`config.mk`:
```
export PLATFORM = sky130hd
export DESIGN_NAME = i2c_reg_sequencer
export DESIGN_NICKNAME = d
export VERILOG_FILES = /design/src/rtl/i2c_seq_pkg.sv /design/src/rtl/i2c_reg_sequencer.sv
export SDC_FILE = /design/constraint.sdc
export NUM_CORES = 1
export LEC_CHECK = 0
export CAP_MARGIN = 10
export CORE_MARGIN = 2
export CORE_UTILIZATION = 30
export CTS_BUF_LIST = sky130_fd_sc_hd__clkbuf_4
export CTS_CLUSTER_DIAMETER = 200
export CTS_CLUSTER_SIZE = 20
export DETAILED_ROUTE_END_ITERATION = 7
export HOLD_SLACK_MARGIN = 0.15
export PLACE_DENSITY = 0.47
export SYNTH_ARGS = -nofsm -noshare
export SYNTH_HDL_FRONTEND = slang
export SYNTH_SLANG_ARGS = --single-unit
```
`constraint.sdc`:
```
create_clock -name clk_in -period 3.1 [get_ports clk_in]
set_input_delay 0.31 -clock clk_in [delete_from_list [all_inputs] [get_ports clk_in]]
set_output_delay 0.31 -clock clk_in [all_outputs]
set_load 0.02 [all_outputs]
```
`src/rtl/i2c_seq_pkg.sv`:
```
// i2c_seq_pkg
// Shared types and the byte-sequence table for i2c_reg_sequencer.
//   state_t      : sequencer states
//   err_t        : response status codes (0 OK, 1 NACK, 2 ARB, 3 TIMEOUT)
//   byte_entry_t : one presented byte {data, mode, cont, start}
//   seq_entry()  : returns byte entry idx of a register read or write
//   last_index() : index of the final byte of a read or write
package i2c_seq_pkg;

  typedef enum logic [2:0] {
    IDLE,
    START,
    XFER,
    DRAIN,
    STOP_WAIT,
    RESP
  } state_t;

  typedef enum logic [1:0] {
    ERR_OK      = 2'd0,
    ERR_NACK    = 2'd1,
    ERR_ARB     = 2'd2,
    ERR_TIMEOUT = 2'd3
  } err_t;

  typedef struct packed {
    logic [7:0] data;
    logic       mode;
    logic       cont;
    logic       start;
  } byte_entry_t;

  // Read byte that lets the master finish cleanly after an address NACK
  localparam byte_entry_t DRAIN_ENTRY = '{data: 8'hFF, mode: 1'b1, cont: 1'b0, start: 1'b0};

  // Quiet presentation: no start, no continue, so the master issues STOP
  localparam byte_entry_t IDLE_ENTRY  = '{data: 8'hFF, mode: 1'b0, cont: 1'b0, start: 1'b0};

  function automatic logic [2:0] last_index(input logic rd);
    return rd ? 3'd3 : 3'd2;
  endfunction

  // Indices past the end of a sequence yield IDLE_ENTRY, which is what the
  // master must see when the last byte completes.
  function automatic byte_entry_t seq_entry(input logic       rd,
                                            input logic [6:0] dev,
                                            input logic [7:0] reg_addr,
                                            input logic [7:0] wdata,
                                            input logic [2:0] idx);
    byte_entry_t e;
    e = IDLE_ENTRY;
    if (rd) begin
      case (idx)
        3'd0:    e = '{data: {dev, 1'b0}, mode: 1'b0, cont: 1'b1, start: 1'b1};
        3'd1:    e = '{data: reg_addr,    mode: 1'b0, cont: 1'b0, start: 1'b0};
        3'd2:    e = '{data: {dev, 1'b1}, mode: 1'b0, cont: 1'b1, start: 1'b1};
        3'd3:    e = '{data: 8'hFF,       mode: 1'b1, cont: 1'b0, start: 1'b0};
        default: e = IDLE_ENTRY;
      endcase
    end else begin
      case (idx)
        3'd0:    e = '{data: {dev, 1'b0}, mode: 1'b0, cont: 1'b1, start: 1'b1};
        3'd1:    e = '{data: reg_addr,    mode: 1'b0, cont: 1'b1, start: 1'b0};
        3'd2:    e = '{data: wdata,       mode: 1'b0, cont: 1'b0, start: 1'b0};
        default: e = IDLE_ENTRY;
      endcase
    end
    return e;
  endfunction

endpackage

```
`src/rtl/i2c_reg_sequencer.sv`:
```
// i2c_reg_sequencer
// Expands one register read/write request into the byte-level handshake of
// i2c_master and returns a single-cycle response with read data and status.
// Ports:
//   clk_in, reset (sync, active-high)
//   req_valid/req_ready, req_read, req_dev_addr[6:0], req_reg_addr, req_wdata
//   resp_valid, resp_rdata, resp_err[1:0]
//   m_mode, m_transfer_start, m_transfer_continue, m_data_tx  -> master
//   m_transfer_ready, m_transaction_complete, m_nack,
//   m_start_err, m_arbitration_err, m_data_rx                 <- master
module i2c_reg_sequencer
  import i2c_seq_pkg::*;
#(
  parameter int TIMEOUT_CYCLES = 1000000
) (
  input  logic       clk_in,
  input  logic       reset,
  input  logic       req_valid,
  output logic       req_ready,
  input  logic       req_read,
  input  logic [6:0] req_dev_addr,
  input  logic [7:0] req_reg_addr,
  input  logic [7:0] req_wdata,
  output logic       resp_valid,
  output logic [7:0] resp_rdata,
  output logic [1:0] resp_err,
  output logic       m_mode,
  output logic       m_transfer_start,
  output logic       m_transfer_continue,
  output logic [7:0] m_data_tx,
  input  logic       m_transfer_ready,
  input  logic       m_transaction_complete,
  input  logic       m_nack,
  input  logic       m_start_err,
  input  logic       m_arbitration_err,
  input  logic [7:0] m_data_rx
);

  localparam int             WD_W     = $clog2(TIMEOUT_CYCLES);
  localparam logic [WD_W-1:0] WD_LIMIT = WD_W'(TIMEOUT_CYCLES - 1);

  state_t      state, state_d;
  logic [2:0]  idx, idx_d;
  err_t        err_q, err_d;
  logic [7:0]  cap_q, cap_d;
  logic        rd_q;
  logic [6:0]  dev_q;
  logic [7:0]  reg_q;
  logic [7:0]  wdata_q;
  logic [WD_W-1:0] wd;
  logic        wd_clr;
  logic        active;
  logic        abort;
  logic        timeout;
  logic        is_last;
  byte_entry_t cur, nxt, pres;

  assign active  = (state == START) || (state == XFER) || (state == DRAIN) || (state == STOP_WAIT);
  assign abort   = active && (m_arbitration_err || m_start_err);
  assign timeout = active && (wd == WD_LIMIT);
  assign cur     = seq_entry(rd_q, dev_q, reg_q, wdata_q, idx);
  assign nxt     = seq_entry(rd_q, dev_q, reg_q, wdata_q, idx + 3'd1);
  assign is_last = (idx == last_index(rd_q));

  // Next-state logic and the byte presented to the master. On a complete the
  // following entry is shown immediately, because the master latches its
  // continuation byte on the edge after the complete pulse.
  always_comb begin
    state_d = state;
    idx_d   = idx;
    err_d   = err_q;
    cap_d   = cap_q;
    wd_clr  = 1'b0;
    pres    = IDLE_ENTRY;
    case (state)
      IDLE: begin
        if (req_valid) begin
          state_d = START;
          idx_d   = 3'd0;
          err_d   = ERR_OK;
          cap_d   = 8'h00;
          wd_clr  = 1'b1;
        end
      end
      START: begin
        pres = m_transaction_complete ? nxt : cur;
        if (m_transfer_ready) state_d = XFER;
      end
      XFER: begin
        pres = cur;
        if (m_transaction_complete) begin
          wd_clr = 1'b1;
          // A NACK on the final read byte is the intended end of the read
          if (m_nack && !(rd_q && is_last)) begin
            if (err_q == ERR_OK) err_d = ERR_NACK;
            if (cur.cont) begin
              pres    = DRAIN_ENTRY;
              state_d = DRAIN;
            end else begin
              pres    = IDLE_ENTRY;
              state_d = STOP_WAIT;
            end
          end else if (is_last) begin
            pres    = IDLE_ENTRY;
            if (rd_q) cap_d = m_data_rx;
            state_d = STOP_WAIT;
          end else begin
            pres  = nxt;
            idx_d = idx + 3'd1;
          end
        end
      end
      DRAIN: begin
        pres = DRAIN_ENTRY;
        if (m_transaction_complete) begin
          wd_clr  = 1'b1;
          pres    = IDLE_ENTRY;
          state_d = STOP_WAIT;
        end
      end
      STOP_WAIT: begin
        if (m_transfer_ready) state_d = RESP;
      end
      RESP: begin
        state_d = IDLE;
      end
      default: begin
        state_d = IDLE;
      end
    endcase

    // Bus loss outranks a watchdog expiry, which outranks a NACK; only the
    // first recorded error of a transaction is reported.
    if (abort) begin
      if (err_q == ERR_OK) err_d = ERR_ARB;
      pres    = IDLE_ENTRY;
      state_d = STOP_WAIT;
    end else if (timeout) begin
      if (err_q == ERR_OK) err_d = ERR_TIMEOUT;
      pres    = IDLE_ENTRY;
      state_d = RESP;
    end
  end

  // State, request latch, watchdog and response registers. The response is
  // loaded only when RESP is entered so resp_rdata holds between responses.
  always_ff @(posedge clk_in) begin
    if (reset) begin
      state      <= IDLE;
      idx        <= 3'd0;
      err_q      <= ERR_OK;
      cap_q      <= 8'h00;
      rd_q       <= 1'b0;
      dev_q      <= 7'h00;
      reg_q      <= 8'h00;
      wdata_q    <= 8'h00;
      wd         <= '0;
      resp_rdata <= 8'h00;
      resp_err   <= 2'd0;
    end else begin
      state <= state_d;
      idx   <= idx_d;
      err_q <= err_d;
      cap_q <= cap_d;
      if (state == IDLE && req_valid) begin
        rd_q    <= req_read;
        dev_q   <= req_dev_addr;
        reg_q   <= req_reg_addr;
        wdata_q <= req_wdata;
      end
      if (wd_clr) begin
        wd <= '0;
      end else if (active && wd != {WD_W{1'b1}}) begin
        wd <= wd + 1'b1;
      end
      if (state_d == RESP && state != RESP) begin
        resp_err   <= err_d;
        resp_rdata <= (err_d == ERR_OK) ? cap_d : 8'h00;
      end
    end
  end

  assign req_ready           = (state == IDLE);
  assign resp_valid          = (state == RESP);
  assign m_data_tx           = pres.data;
  assign m_mode              = pres.mode;
  assign m_transfer_continue = pres.cont;
  assign m_transfer_start    = pres.start;

endmodule

```
==> flow_summary.yaml, run 1 <==
worst_setup_path:
  end_kind: "output port"
  r2r_slack_ns: 0.54
  path_buf_inv: 2
  worst_path_max_delay_cell: "or4_4"
  crit_fanout: 6
  path_cells: "or4b_1 > or4_4 > nor3_4 > a2111oi_2 > buf_4 > and2_1 > clkdlybuf4s15_2"
  max_stage_delay_ns: 0.60
  crit_cells: 7
  crit_type: "flop to output port"
  cp-start-kind: "flop"
  cp_top_family: "simple AND/OR/NAND/NOR gates"
  arrival_ns: 2.65
  r2r_end: "resp_rdata[7]"
  r2r_start: "wd[13]"
  r2r_cells: 6
  crit_required_ns: 2.79
timing:
  min_period_ns: 2.96
  rsz0062_at_grt: "false"
  hold_viol: 0
  slew_headroom_pct: 50.0
  worst_pin_slew_ns: 0.750
  finalMaxSlewViolations: 0
  layout_setup_ws_ns: 0.135
  max_freq_ghz: 0.337
  finalCritPeriodShare_pct: 95.6
  final-setup-viol-count: 0
  whs_ns: 0.428
  fin_tns_setup_ns: 0
  fin_skew_ns: 0.0128
logic_synthesis:
  synth_edf_count: 0
  synth.largest_area_cell: "dfxtp_1"
  yosysUniqueCellTypes: 51
  synth-seq-cells: 70
  synthTopCellsByCount: "dfxtp_1 (70), nand2_1 (67), a21oi_1 (51)"
  synth.most_common_cell: "dfxtp_1"
  synth_top_cell_area_share_pct: 36.9
  async_flop_share_pct: 0
  synth.avg_cell_area_um2: 7.87
  yosysSeqAreaShare_pct: 36.9
  yosysWarningCount: 0
  syn-cell-area_um2: 3790
  synthTopCellsByArea: "dfxtp_1 (37%), a21oi_1 (6.7%), nand2_1 (6.6%)"
  synth_cells: 482
  synth_flop_cell: "dfxtp_1"
  synth_fp_nets: 529
grt:
  grt_antenna_before_repair: 0
  grt.total_usage_pct: 16.5
  grt_first_pass_wirelength_mm: 17.5
  grt_pass1_vias: 3445
  grt_max_degree: 29
  overflow: 0
placed_design:
  pre_cts_ws_ns: 0.110
  portBuffers: 62
  hpwl_mm: 7.74
  gp_congestion: 0.845
power:
  combPwrFrac_pct: 44.8
  ir_drop_mv: 0.264
  finalPower_mw: 2.84
  powerDensity_nw_per_um2: 599
  p_seq_share_pct: 38.9
  internal_power_mw: 1.68
  leakage_nw: 1.74
  clkPwrFrac_pct: 16.3
  p_sw_mw: 1.16
  p_sw_share_pct: 40.8
layout:
  nNetsFinal: 591
  diodes: 0
  area_growth_syn_to_layout_pct: 25.1
  fillers: 1318
  drive_gt1_share_pct: 11.0
  fin_util_pct: 38.1
cts:
  cts_root_buf: "clkbuf_4"
  htree_levels: 3
  clk_pin_slew_ns: 0.11
  cts_sinks: 70
  cts_made_buffers: 9
  cts_hold_buffers: 0
  cts_max_path_buffers: 2
  insertion_delay_ns: 0.42
  tritoncts: "done"
  postCtsSetupRepairBufs: 0
worst_hold_path:
  min_from: "req_reg_addr[5]"
  min_delay_path_depth: 3
  hold_class: "input pin to flop"
  hold-path-endpoint: "reg_q[5]"
routing:
  ant_nets: 0
  firstDrtPassIters: 6
  drt_iter0_drc: 299
  vias: 3749
  via_per_inst: 5.21
  avgRoutedWirePerCell_um: 15.1
  drc: 0
  wirelength_mm: 10.9
die:
  design.die.area_um2: 13600
  die_h_um: 116
  die_width_um: 116
  rows: 41
  io_pins: 63
  core-area_um2: 12500
  initial_utilization_pct: 30.4
flow_run:
  max_cap_viol_count: 0
outcome:
  outcome: "completed"
kinds of logic after synthesis:
family / synth area share, %
DFF: 36.9
adders and majority gates: 2.31
muxes: 1.32
buffers and inverters: 5.11
xor gates and xnor gates: 1.15
AOI/OAI and AO/OA: 27.3
and+or+nand+nor: 25.9
tightest hold or removal path, cell delays in order:
cell and delay [ns]:
clkdlybuf4s50_1 0.39, nand2_1 0.05, a21oi_1 0.05
placed cells by master (no fill, tap or decap), drive strengths merged, types with 3 or more instances in the layout:
| cell | instances |
|---|---|
| a211oi | 10 |
| a21o | 8 |
| a21oi | 52 |
| a222oi | 14 |
| and2 | 8 |
| and3 | 7 |
| buf | 21 |
| clkbuf | 19 |
| clkdlybuf4s50 | 51 |
| clkinv | 4 |
| dfxtp | 70 |
| ha | 7 |
| inv | 19 |
| mux2i | 5 |
| nand2 | 67 |
| nand2b | 4 |
| nand3 | 19 |
| nor2 | 28 |
| nor2b | 18 |
| nor3 | 6 |
| nor4 | 3 |
| o2111ai | 4 |
| o211ai | 10 |
| o21ai | 24 |
| o22a | 10 |
| o31ai | 6 |
| or3 | 16 |
| or4 | 5 |
| or4b | 3 |
| xnor2 | 3 |
final cells by class:
cell class	instances	area [um2]	area share (%)
clock buffer	10	75.1	1.58
timing repair buffer	83	733	15.4
inverter	19	71.3	1.50
sequential	70	1410	29.6
clock inverter	4	16.3	0.343
multi-input combinational	361	2230	47.0
tap	172	215	4.53
power groups by stage:
stage                     registers, mW  clock network, mW  logic, mW
final                              1.11              0.464       1.28
after global routing               1.12              0.529       1.42
after CTS                          1.10              0.499       1.28
after detailed placement           1.12                  0       1.30
after global placement             1.12                  0       1.29
after floorplan                    1.13                  0      0.801
what timing repair did:
action / 4_1_cts / 5_1_grt
gates resized for setup: 26 / 28
pin swaps: 0 / 2
gates cloned: 0 / 1
endpoints found under the setup margin: 11 / 10
layer usage:
layer  wire length, um  GRT usage [%]
met5                 0              0
met3               592           4.00
met2              4750           25.2
met1              5390           23.1
met4               143           5.00
registers in the layout, indices dropped and copies added, names as in the netlist, 3 cells and up:
register    count
wd             20
cap_q           8
reg_q           8
resp_rdata      8
wdata_q         8
dev_q           7
idx             3
state           3
stage by stage:
| step | instances | area [um2] |
|---|---|---|
| floorplan | 482 | 3790 |
| global placement | 704 | 4660 |
| detailed placement | 704 | 4660 |
| CTS | 718 | 4750 |
| global route | 719 | 4750 |
| finish | 719 | 4750 |
how the worst max path moves through the flow:
stage / end / slack (ns) / from
after floorplan: m_data_tx[0] / 0.12 / state[1]
after global placement: m_mode / 0.17 / wd[7]
after detailed placement: m_data_tx[0] / 0.11 / wd[7]
after CTS: m_data_tx[0] / 0.0004 / wd[7]
after global routing: m_transfer_start / 0.008 / wd[13]
final: m_transfer_start / 0.14 / wd[13]
(Power assumes the default switching activity.)
==> inputs of run 2 (changes only) <==
--- a/config.mk
+++ b/config.mk
@@ -14,6 +14,7 @@
 export DETAILED_ROUTE_END_ITERATION = 7
 export HOLD_SLACK_MARGIN = 0.15
 export PLACE_DENSITY = 0.47
+export SKIP_CTS_REPAIR_TIMING = 1
 export SYNTH_ARGS = -nofsm -noshare
 export SYNTH_HDL_FRONTEND = slang
 export SYNTH_SLANG_ARGS = --single-unit
==> flow_summary.yaml, run 2 (synthesized netlist as in run 1, its figures left out) <==
power:
  p_sw_mw: 1.14
  combPwrFrac_pct: 44.7
  leakage_nw: 1.76
  clkPwrFrac_pct: 16.4
  finalPower_mw: 2.83
  internal_power_mw: 1.69
  ir_drop_mv: 0.277
  p_sw_share_pct: 40.3
  powerDensity_nw_per_um2: 595
  p_seq_share_pct: 38.9
grt:
  grt_pass1_vias: 3443
  grt_antenna_before_repair: 0
  gr-usage-met2_pct: 25.2
  busiest_layer: "met2"
  grt_first_pass_wirelength_mm: 17.5
  met1_usage_pct: 23.2
  grt_use_met3_pct: 4.00
  grt.total_usage_pct: 16.5
  overflow: 0
  grt_max_degree: 29
worst_setup_path:
  cp-start-kind: "flop"
  path_buf_inv: 2
  arrival_ns: 2.64
  crit_required_ns: 2.79
  end_kind: "output port"
  crit_type: "flop to output port"
  crit_fanout: 10
  max_stage_delay_ns: 0.56
  cp_top_family: "simple AND/OR/NAND/NOR gates"
  worst_path_max_delay_cell: "or4_4"
  path_cells: "or4b_1 > or4_4 > nor3_2 > a2111oi_1 > buf_4 > and2_1 > dlymetal6s2s_1"
layout:
  drive_gt1_share_pct: 8.61
  nNetsFinal: 590
  largest_register_ffs: 20
  fin_util_pct: 38.1
  max_flop_register: "wd"
  fillers: 1316
  area_growth_syn_to_layout_pct: 25.2
  final_cell_area_um2: 4750
  layout_commonest_cell: "dfxtp_1"
  stdcell_count: 718
  layout_common_cells: "dfxtp_1 (69), nand2_1 (67), a21oi_1 (51), clkdlybuf4s50_1 (51), nor2_1 (27)"
  diodes: 0
timing:
  whs_ns: 0.433
  fin_skew_ns: 0.0145
  layout_setup_ws_ns: 0.149
  min_period_ns: 2.95
  rsz0062_at_grt: "false"
  finalMaxSlewViolations: 0
  hold_viol: 0
  worst_pin_slew_ns: 0.766
  final-setup-viol-count: 0
  fin_tns_setup_ns: 0
  slew_headroom_pct: 48.9
  finalCritPeriodShare_pct: 95.2
  max_freq_ghz: 0.339
die:
  core-area_um2: 12500
  die_width_um: 116
  design.die.area_um2: 13600
  rows: 41
  initial_utilization_pct: 30.4
  io_pins: 63
  die_h_um: 116
placed_design:
  gp_congestion: 0.845
  portBuffers: 62
  pre_cts_ws_ns: 0.110
  dpl_cell_area_um2: 4660
  hpwl_mm: 7.74
  placed_cells: 704
cts:
  cts_sinks: 70
  tritoncts: "done"
  clk_pin_slew_ns: 0.11
  cts_made_buffers: 9
  cts_root_buf: "clkbuf_4"
  htree_levels: 3
  cts_max_path_buffers: 2
  insertion_delay_ns: 0.42
worst_hold_path:
  hold_class: "input pin to flop"
routing:
  drt_iter0_drc: 268
  firstDrtPassIters: 5
  ant_nets: 0
  wirelength_mm: 10.8
  drc: 0
  via_per_inst: 5.18
  vias: 3719
  avgRoutedWirePerCell_um: 15.0
outcome:
  outcome: "completed"
flow_run:
  max_cap_viol_count: 0
-- run 2: cell types whose count changed in the layout (fill, tap and decap cells not counted), sizes merged --
cell | previous run | this run
clkbuf | 19 | 15
clkdlybuf4s15 | 2 | 0
buf | 21 | 20
dlymetal6s2s | 0 | 6
-- run 2: power groups by stage --
stage	clock, mW	sequential (mW)	combinational, mW
final	0.463	1.10	1.26
after global routing	0.529	1.12	1.40
after CTS	0.499	1.10	1.30
after detailed placement	0	1.12	1.30
after global placement	0	1.12	1.29
after floorplan	0	1.13	0.801
-- run 2: final timing paths --
check / cells after the start / slack [ns] / from / end
setup / recovery: 7 / 0.15 / wd[7] / m_transfer_start
hold reg to reg: 2 / 0.48 / reg_q[4] / reg_q[4]
setup reg to reg: 6 / 0.54 / wd[7] / resp_rdata[7]
hold / removal: 3 / 0.43 / req_reg_addr[5] / reg_q[5]
-- run 2: worst min-delay path, cell delays in order --
cell	delay, ns
clkdlybuf4s50_1	0.39
nand2_1	0.05
a21oi_1	0.05
-- run 2: area by class of cell --
type	instances	area [um2]	area share, %
Timing Repair Buffer	82	761	16.0
Multi-Input combinational cell	361	2210	46.5
Sequential cell	70	1400	29.5
Clock inverter	4	16.3	0.342
Inverter	19	71.3	1.50
Clock buffer	10	75.1	1.58
Tap cell	172	215	4.53
-- run 2: metal layers --
metal	vias up	part of all wire (%)
met3	8	4.9
met4	0	1.1
li1	1895	-
met1	1732	50
met5	-	0
met2	84	44
